`src/rtl/ps2_kbd_rx.sv`:
```
// ps2_kbd_rx
// Core-side PS/2 keyboard receiver. Deserialises 11-bit PS/2 frames
// (start, 8 data LSB first, odd parity, stop) into bytes, decodes set-2
// E0 (extended) and F0 (break) prefixes into key events, and queues the
// events in a small FIFO read with a pop handshake.
//
// Ports:
//   clk_sys      in   system clock, all logic on its rising edge
//   reset        in   synchronous active-high reset
//   ps2_clk      in   PS/2 clock (asynchronous, idles high)
//   ps2_data     in   PS/2 data (asynchronous)
//   rx_byte      out  last correctly received byte
//   rx_strobe    out  one-cycle pulse when rx_byte updates
//   rx_err       out  one-cycle pulse on start/parity/stop/timeout error
//   key_valid    out  event FIFO not empty
//   key_code     out  scancode at FIFO head
//   key_pressed  out  head entry is a make (1) or break (0)
//   key_extended out  head entry was E0-prefixed
//   key_rd       in   pop the head entry (ignored when empty)
//   overflow     out  sticky: an event was dropped on a full FIFO
module ps2_kbd_rx #(
  parameter int TIMEOUT   = 5000,
  parameter int FIFO_BITS = 2
) (
  input  logic       clk_sys,
  input  logic       reset,
  input  logic       ps2_clk,
  input  logic       ps2_data,
  output logic [7:0] rx_byte,
  output logic       rx_strobe,
  output logic       rx_err,
  output logic       key_valid,
  output logic [7:0] key_code,
  output logic       key_pressed,
  output logic       key_extended,
  input  logic       key_rd,
  output logic       overflow
);

  localparam int                 DEPTH    = 1 << FIFO_BITS;
  localparam int                 TW       = $clog2(TIMEOUT + 1);
  localparam logic [TW-1:0]      TMO_LAST = TW'(TIMEOUT - 1);
  localparam logic [FIFO_BITS:0] FULL_CNT = (FIFO_BITS + 1)'(DEPTH);

  typedef enum logic [1:0] {
    ST_IDLE   = 2'd0,
    ST_DATA   = 2'd1,
    ST_PARITY = 2'd2,
    ST_STOP   = 2'd3
  } state_t;

  // Frame is good when the stop bit is 1 and data+parity has an odd count of ones.
  function automatic logic frame_ok(input logic [7:0] d, input logic p, input logic s);
    return s & (^{d, p});
  endfunction

  logic clk_meta_q, clk_sync_q, clk_prev_q, data_meta_q, data_sync_q;
  logic fall_s;

  state_t        state_q, state_d;
  logic [2:0]    bit_cnt_q, bit_cnt_d;
  logic [7:0]    shift_q, shift_d;
  logic          parity_q, parity_d;
  logic [TW-1:0] tmo_q, tmo_d;
  logic [7:0]    rx_byte_q, rx_byte_d;
  logic          rx_strobe_q, rx_strobe_d;
  logic          rx_err_q, rx_err_d;
  logic          ext_q, ext_d, brk_q, brk_d;
  logic          push_q, push_d;
  logic [9:0]    push_ev_q, push_ev_d;

  logic [9:0]           mem_q [DEPTH];
  logic [FIFO_BITS-1:0] wr_ptr_q, wr_ptr_d, rd_ptr_q, rd_ptr_d;
  logic [FIFO_BITS:0]   count_q, count_d;
  logic                 ovf_q, ovf_d;
  logic                 pop_s, full_s, wr_s;

  // Two-flop synchronisers; clock/data reset high (idle) so reset creates no fall event.
  always_ff @(posedge clk_sys) begin
    if (reset) begin
      clk_meta_q  <= 1'b1;
      clk_sync_q  <= 1'b1;
      clk_prev_q  <= 1'b1;
      data_meta_q <= 1'b1;
      data_sync_q <= 1'b1;
    end else begin
      clk_meta_q  <= ps2_clk;
      clk_sync_q  <= clk_meta_q;
      clk_prev_q  <= clk_sync_q;
      data_meta_q <= ps2_data;
      data_sync_q <= data_meta_q;
    end
  end

  assign fall_s = clk_prev_q & ~clk_sync_q;

  // Receiver FSM, timeout counter and prefix decoder next-state logic.
  always_comb begin
    state_d     = state_q;
    bit_cnt_d   = bit_cnt_q;
    shift_d     = shift_q;
    parity_d    = parity_q;
    rx_byte_d   = rx_byte_q;
    rx_strobe_d = 1'b0;
    rx_err_d    = 1'b0;
    ext_d       = ext_q;
    brk_d       = brk_q;
    push_d      = 1'b0;
    push_ev_d   = push_ev_q;

    if (state_q == ST_IDLE) begin
      tmo_d = '0;
    end else if (fall_s) begin
      tmo_d = '0;
    end else begin
      tmo_d = tmo_q + TW'(1);
    end

    if ((state_q != ST_IDLE) && !fall_s && (tmo_q == TMO_LAST)) begin
      // Link went quiet mid-frame: abandon it and forget any pending prefix.
      state_d  = ST_IDLE;
      rx_err_d = 1'b1;
      ext_d    = 1'b0;
      brk_d    = 1'b0;
      tmo_d    = '0;
    end else if (fall_s) begin
      case (state_q)
        ST_IDLE: begin
          if (!data_sync_q) begin
            state_d   = ST_DATA;
            bit_cnt_d = 3'd0;
          end else begin
            rx_err_d  = 1'b1;
          end
        end
        ST_DATA: begin
          shift_d   = {data_sync_q, shift_q[7:1]};
          bit_cnt_d = bit_cnt_q + 3'd1;
          if (bit_cnt_q == 3'd7) begin
            state_d = ST_PARITY;
          end else begin
            state_d = ST_DATA;
          end
        end
        ST_PARITY: begin
          parity_d = data_sync_q;
          state_d  = ST_STOP;
        end
        ST_STOP: begin
          state_d = ST_IDLE;
          if (frame_ok(shift_q, parity_q, data_sync_q)) begin
            rx_byte_d   = shift_q;
            rx_strobe_d = 1'b1;
            case (shift_q)
              8'hE0: ext_d = 1'b1;
              8'hF0: brk_d = 1'b1;
              8'hE1: ext_d = ext_q;
              8'h00, 8'hAA, 8'hEE, 8'hFA, 8'hFE, 8'hFF: begin
                ext_d = 1'b0;
                brk_d = 1'b0;
              end
              default: begin
                push_d    = 1'b1;
                push_ev_d = {shift_q, ~brk_q, ext_q};
                ext_d     = 1'b0;
                brk_d     = 1'b0;
              end
            endcase
          end else begin
            rx_err_d = 1'b1;
            ext_d    = 1'b0;
            brk_d    = 1'b0;
          end
        end
        default: state_d = ST_IDLE;
      endcase
    end else begin
      state_d = state_q;
    end
  end

  // Receiver and decoder state registers.
  always_ff @(posedge clk_sys) begin
    if (reset) begin
      state_q     <= ST_IDLE;
      bit_cnt_q   <= 3'd0;
      shift_q     <= 8'h00;
      parity_q    <= 1'b0;
      tmo_q       <= '0;
      rx_byte_q   <= 8'h00;
      rx_strobe_q <= 1'b0;
      rx_err_q    <= 1'b0;
      ext_q       <= 1'b0;
      brk_q       <= 1'b0;
      push_q      <= 1'b0;
      push_ev_q   <= 10'h000;
    end else begin
      state_q     <= state_d;
      bit_cnt_q   <= bit_cnt_d;
      shift_q     <= shift_d;
      parity_q    <= parity_d;
      tmo_q       <= tmo_d;
      rx_byte_q   <= rx_byte_d;
      rx_strobe_q <= rx_strobe_d;
      rx_err_q    <= rx_err_d;
      ext_q       <= ext_d;
      brk_q       <= brk_d;
      push_q      <= push_d;
      push_ev_q   <= push_ev_d;
    end
  end

  // FIFO control: a pop frees a slot in the same cycle, so push+pop on full is accepted.
  always_comb begin
    pop_s  = key_rd && (count_q != '0);
    full_s = (count_q == FULL_CNT);
    wr_s   = push_q && (!full_s || pop_s);
    ovf_d  = ovf_q | (push_q & full_s & ~pop_s);
    if (wr_s) begin
      wr_ptr_d = wr_ptr_q + FIFO_BITS'(1);
    end else begin
      wr_ptr_d = wr_ptr_q;
    end
    if (pop_s) begin
      rd_ptr_d = rd_ptr_q + FIFO_BITS'(1);
    end else begin
      rd_ptr_d = rd_ptr_q;
    end
    case ({wr_s, pop_s})
      2'b10:   count_d = count_q + (FIFO_BITS + 1)'(1);
      2'b01:   count_d = count_q - (FIFO_BITS + 1)'(1);
      default: count_d = count_q;
    endcase
  end

  // FIFO storage, pointers and sticky overflow flag.
  always_ff @(posedge clk_sys) begin
    if (reset) begin
      for (int i = 0; i < DEPTH; i++) begin
        mem_q[i] <= 10'h000;
      end
      wr_ptr_q <= '0;
      rd_ptr_q <= '0;
      count_q  <= '0;
      ovf_q    <= 1'b0;
    end else begin
      if (wr_s) begin
        mem_q[wr_ptr_q] <= push_ev_q;
      end
      wr_ptr_q <= wr_ptr_d;
      rd_ptr_q <= rd_ptr_d;
      count_q  <= count_d;
      ovf_q    <= ovf_d;
    end
  end

  assign rx_byte   = rx_byte_q;
  assign rx_strobe = rx_strobe_q;
  assign rx_err    = rx_err_q;
  assign key_valid = (count_q != '0);
  assign overflow  = ovf_q;
  assign {key_code, key_pressed, key_extended} = mem_q[rd_ptr_q];

endmodule

```
`config.mk`:
```
export PLATFORM = sky130hd
export DESIGN_NAME = ps2_kbd_rx
export DESIGN_NICKNAME = d
export VERILOG_FILES = /design/src/rtl/ps2_kbd_rx.sv
export SDC_FILE = /design/constraint.sdc
export NUM_CORES = 1
export LEC_CHECK = 0
export ABC_CLOCK_PERIOD_IN_PS = 3650
export CELL_PAD_IN_SITES_DETAIL_PLACEMENT = 1
export CELL_PAD_IN_SITES_GLOBAL_PLACEMENT = 1
export CORE_MARGIN = 2
export CORE_UTILIZATION = 41
export DETAILED_ROUTE_END_ITERATION = 16
export GPL_TIMING_DRIVEN = 0
export PLACE_DENSITY_LB_ADDON = 0.1
export SLEW_MARGIN = 10
export SYNTH_ARGS = -nofsm -noshare
export SYNTH_HDL_FRONTEND = slang
export SYNTH_SLANG_ARGS = --single-unit
export TNS_END_PERCENT = 5
```
`constraint.sdc`:
```
create_clock -name clk_sys -period 3.65 [get_ports clk_sys]
set_clock_uncertainty 0.2 [all_clocks]
set_input_delay 1.095 -clock clk_sys [delete_from_list [all_inputs] [get_ports clk_sys]]
set_output_delay 1.095 -clock clk_sys [all_outputs]
set_load 0.05 [all_outputs]
```
==> impl_metrics.yaml, run 1 <==
timing:
  tns_ps: 0
  rsz0062_at_grt: "false"
  period_share_pct: 96.5
  setup_viol: 0
  hold_ws_ps: 212
  setup_slack_ps: 127
  relSlewSlack_pct: 54.4
  drv_slew: 0
  fin_crit_ps: 3520
  hold_violations: 0
  worstMarginPinSlew_ps: 682
  max_freq_mhz: 284
cells_and_area:
  fillerInstances: 1271
  stdcell_area_mm2: 0.00540
  nets: 483
  drive_gt1_share_pct: 10.4
  postLayoutCoreUtil_pct: 47.9
  diodes: 0
  area_growth_pct: 15.4
  finalNonFillerCells: 616
floorplanning:
  io_pins: 27
  dieWidth_um: 111
  rows: 39
  start_util_pct: 41.5
  die_y_um: 111
  dieArea_mm2: 0.0123
  core_area_mm2: 0.0113
detailed_routing:
  drt_iter0_markers: 99
  viasPerCell: 5.06
  drtPass1Iterations: 4
  drc: 0
  ant_nets: 0
  routedWlPerCell_um: 16.1
  vias: 3114
  wirelength_um: 9900
min_path:
  hp-class: "reg -> reg"
  worstHoldStart: "clk_meta_q"
  holdPathEnd: "clk_sync_q"
  hold_path_depth: 1
clock_network:
  cts_made_buffers: 9
  clkSlewWorstSetupHoldPaths_ps: 70
  insertion_delay_ps: 350
  cts.htree.levels: 3
  hold_buffers: 0
  cts.path.max_buffers: 2
  cts_tree: "done"
  cts_sinks: 105
  clk_root_buffer_cell: "clkbuf_16"
place:
  hpwl_um: 7050
  placed_cell_area_mm2: 0.00512
  dp_cells: 602
  io_buffers: 26
  pre_cts_ws_ps: -102
  place_congestion: 0.787
power_and_ir_drop:
  leakage_nw: 1.83
  total_power_mw: 2.26
  vdd_drop_max_v: 0.000216
  p_per_area_mw_per_mm2: 418
yosys:
  synth_seq_area_share_pct: 53.5
  synth_top_area_share_pct: 27.8
  synth_cell_type_count: 51
  avgSynthCellArea_um2: 10.8
  yosys_warnings: 0
  ys_ff_latch: 105
  syn_nets: 448
  synth_top_family_by_area: "simple AND/OR/NAND/NOR gates"
  synth_most_common_cell: "dfxtp_1"
  syn-cell-area_mm2: 0.00468
  synth_xor_xnor_area_share_pct: 5.29
  synthTopCellsByCount: "dfxtp_1 (65), and2_1 (43), edfxtp_1 (40), nand2_1 (40), nor2_1 (34)"
  synthCells: 433
  ys_top_cells_by_area: "dfxtp_1 (28%), edfxtp_1 (26%), and2_1 (5.7%), mux4_2 (4.8%), nand2_1 (3.2%)"
  synthAdderAreaFrac_pct: 2.83
  synth-edff-count: 40
  synth_area_leader_cell: "dfxtp_1"
  synth_compound_area_share_pct: 5.08
  synth-simple-area-share_pct: 22.5
  async_flop_share_pct: 0
  synth_ff_type: "dfxtp_1"
  synth_mux_area_share_pct: 7.51
critical_path:
  r2r_start: "count_q[0]"
  critPathMaxFanout: 10
  rrSetupSlack_ps: 1030
  path_cells: "mux4_2, clkdlybuf4s50_1"
  r2r_end: "count_q[2]"
  crit_path_max_incr_delay_ps: 730
  required_ps: 2350
  worstSetupPathType: "reg -> out"
  critPathArrivalTime_ps: 2230
  critPathCaptureType: "primary output"
  worstSetupStartpointType: "flip-flop"
  crit_path_top_delay_cell: "clkdlybuf4s50_1"
  r2r_cells: 9
grt:
  grt_start_max_net_pins: 20
  grt_pass1_vias: 3286
  grt_first_pass_wirelength_um: 16500
  grt_overflow: 0
  gr-usage-all-layers_pct: 17.0
  antenna_found_initial: 0
outcome:
  status: "finished, final reports clean"
job:
  max_cap_viol_count: 0
[metal layers]
layer  vias up  global-route usage (%)  wire length [µm]  part of all wire (%)
met4         0                    5.83               110                   1.1
li1       1566                       -                 -                     -
met1      1514                    20.8              4510                    46
met2        25                    30.1              5100                    52
met5         -                       0                 0                     0
met3         9                    3.44               177                   1.8
[where the power goes]
part / leakage [nW] / total [mW] / internal, mW / switching (mW)
logic: 0.778 / 0.0825 / 0.0290 / 0.0535
clock network: 0.139 / 0.935 / 0.476 / 0.459
registers: 0.909 / 1.24 / 1.24 / 0.00674
[layout by cell type (no fill, tap or decap), drive strengths merged, types with 2 or more instances in the layout]
master / count
nor4: 5
clkdlybuf4s50: 26
mux4: 10
nor2: 34
clkinv: 3
or3: 4
nor4b: 4
and4: 2
nand2b: 20
xor2: 12
a31oi: 2
ha: 9
nand4: 6
o21ai: 4
and2: 44
inv: 12
buf: 8
nor3: 5
or2: 8
a32oi: 2
mux2: 2
mux2i: 10
clkbuf: 25
a21oi: 25
nor2b: 5
xnor2: 10
edfxtp: 40
nand3: 14
nand2: 40
dfxtp: 65
[repair_timing]
action,4_1_cts,5_1_grt
endpoints found under the setup margin,10,0
buffers inserted,0,0
resized for setup,1,0
[final cells by class]
type | instances | area, µm² | share of cell area, %
inverter | 9 | 33.8 | 0.625
sequential | 105 | 2500 | 46.4
multi-input combinational | 293 | 2020 | 37.4
tap | 143 | 179 | 3.31
timing repair buffer | 26 | 260 | 4.82
clock buffer | 9 | 225 | 4.17
buffer | 24 | 116 | 2.15
clock inverter | 7 | 62.6 | 1.16
[worst max-delay path by stage]
stage | cells past startpoint | startpoint | slack (ps) | end
2_1_floorplan | 9 | key_rd | 570 | count_q[2]
3_3_place_gp | 10 | key_rd | -80 | count_q[2]
3_5_place_dp | 10 | key_rd | -100 | count_q[2]
4_1_cts | 2 | flip-flop | 90 | key_code[3]
5_1_grt | 10 | key_rd | 30 | count_q[2]
6_report | 2 | flip-flop | 130 | key_code[3]
[sequential cells by signal (all words and copies together), names as in the netlist, 2 cells and up, named ones only]
register   count
mem_q         40
tmo_q         13
push_ev_q     10
rx_byte        8
shift_q        8
bit_cnt_q      3
count_q        3
rd_ptr_q       2
wr_ptr_q       2
[cells by family after synthesis]
kind of cell | Yosys count
adder cells (fa/ha/maj) | 10
XOR/XNOR | 24
multiplexers | 22
AND/OR/NAND/NOR | 197
AO/OA/AOI/OAI | 40
flip-flops | 105
buffers and inverters | 35
[worst max-delay path: cells and delay by family (launching register included)]
family                 cells  cell delay [ps]
buffers and inverters      1              730
DFF                        1              580
muxes                      1              570
Power figures use the tool's default switching activity.
==> inputs of run 2 (changes only) <==
- CTS_CLUSTER_SIZE: unset -> 8
==> results of run 2 <==
Same layout as run 1: the final DEF is identical, and so are final timing and power.
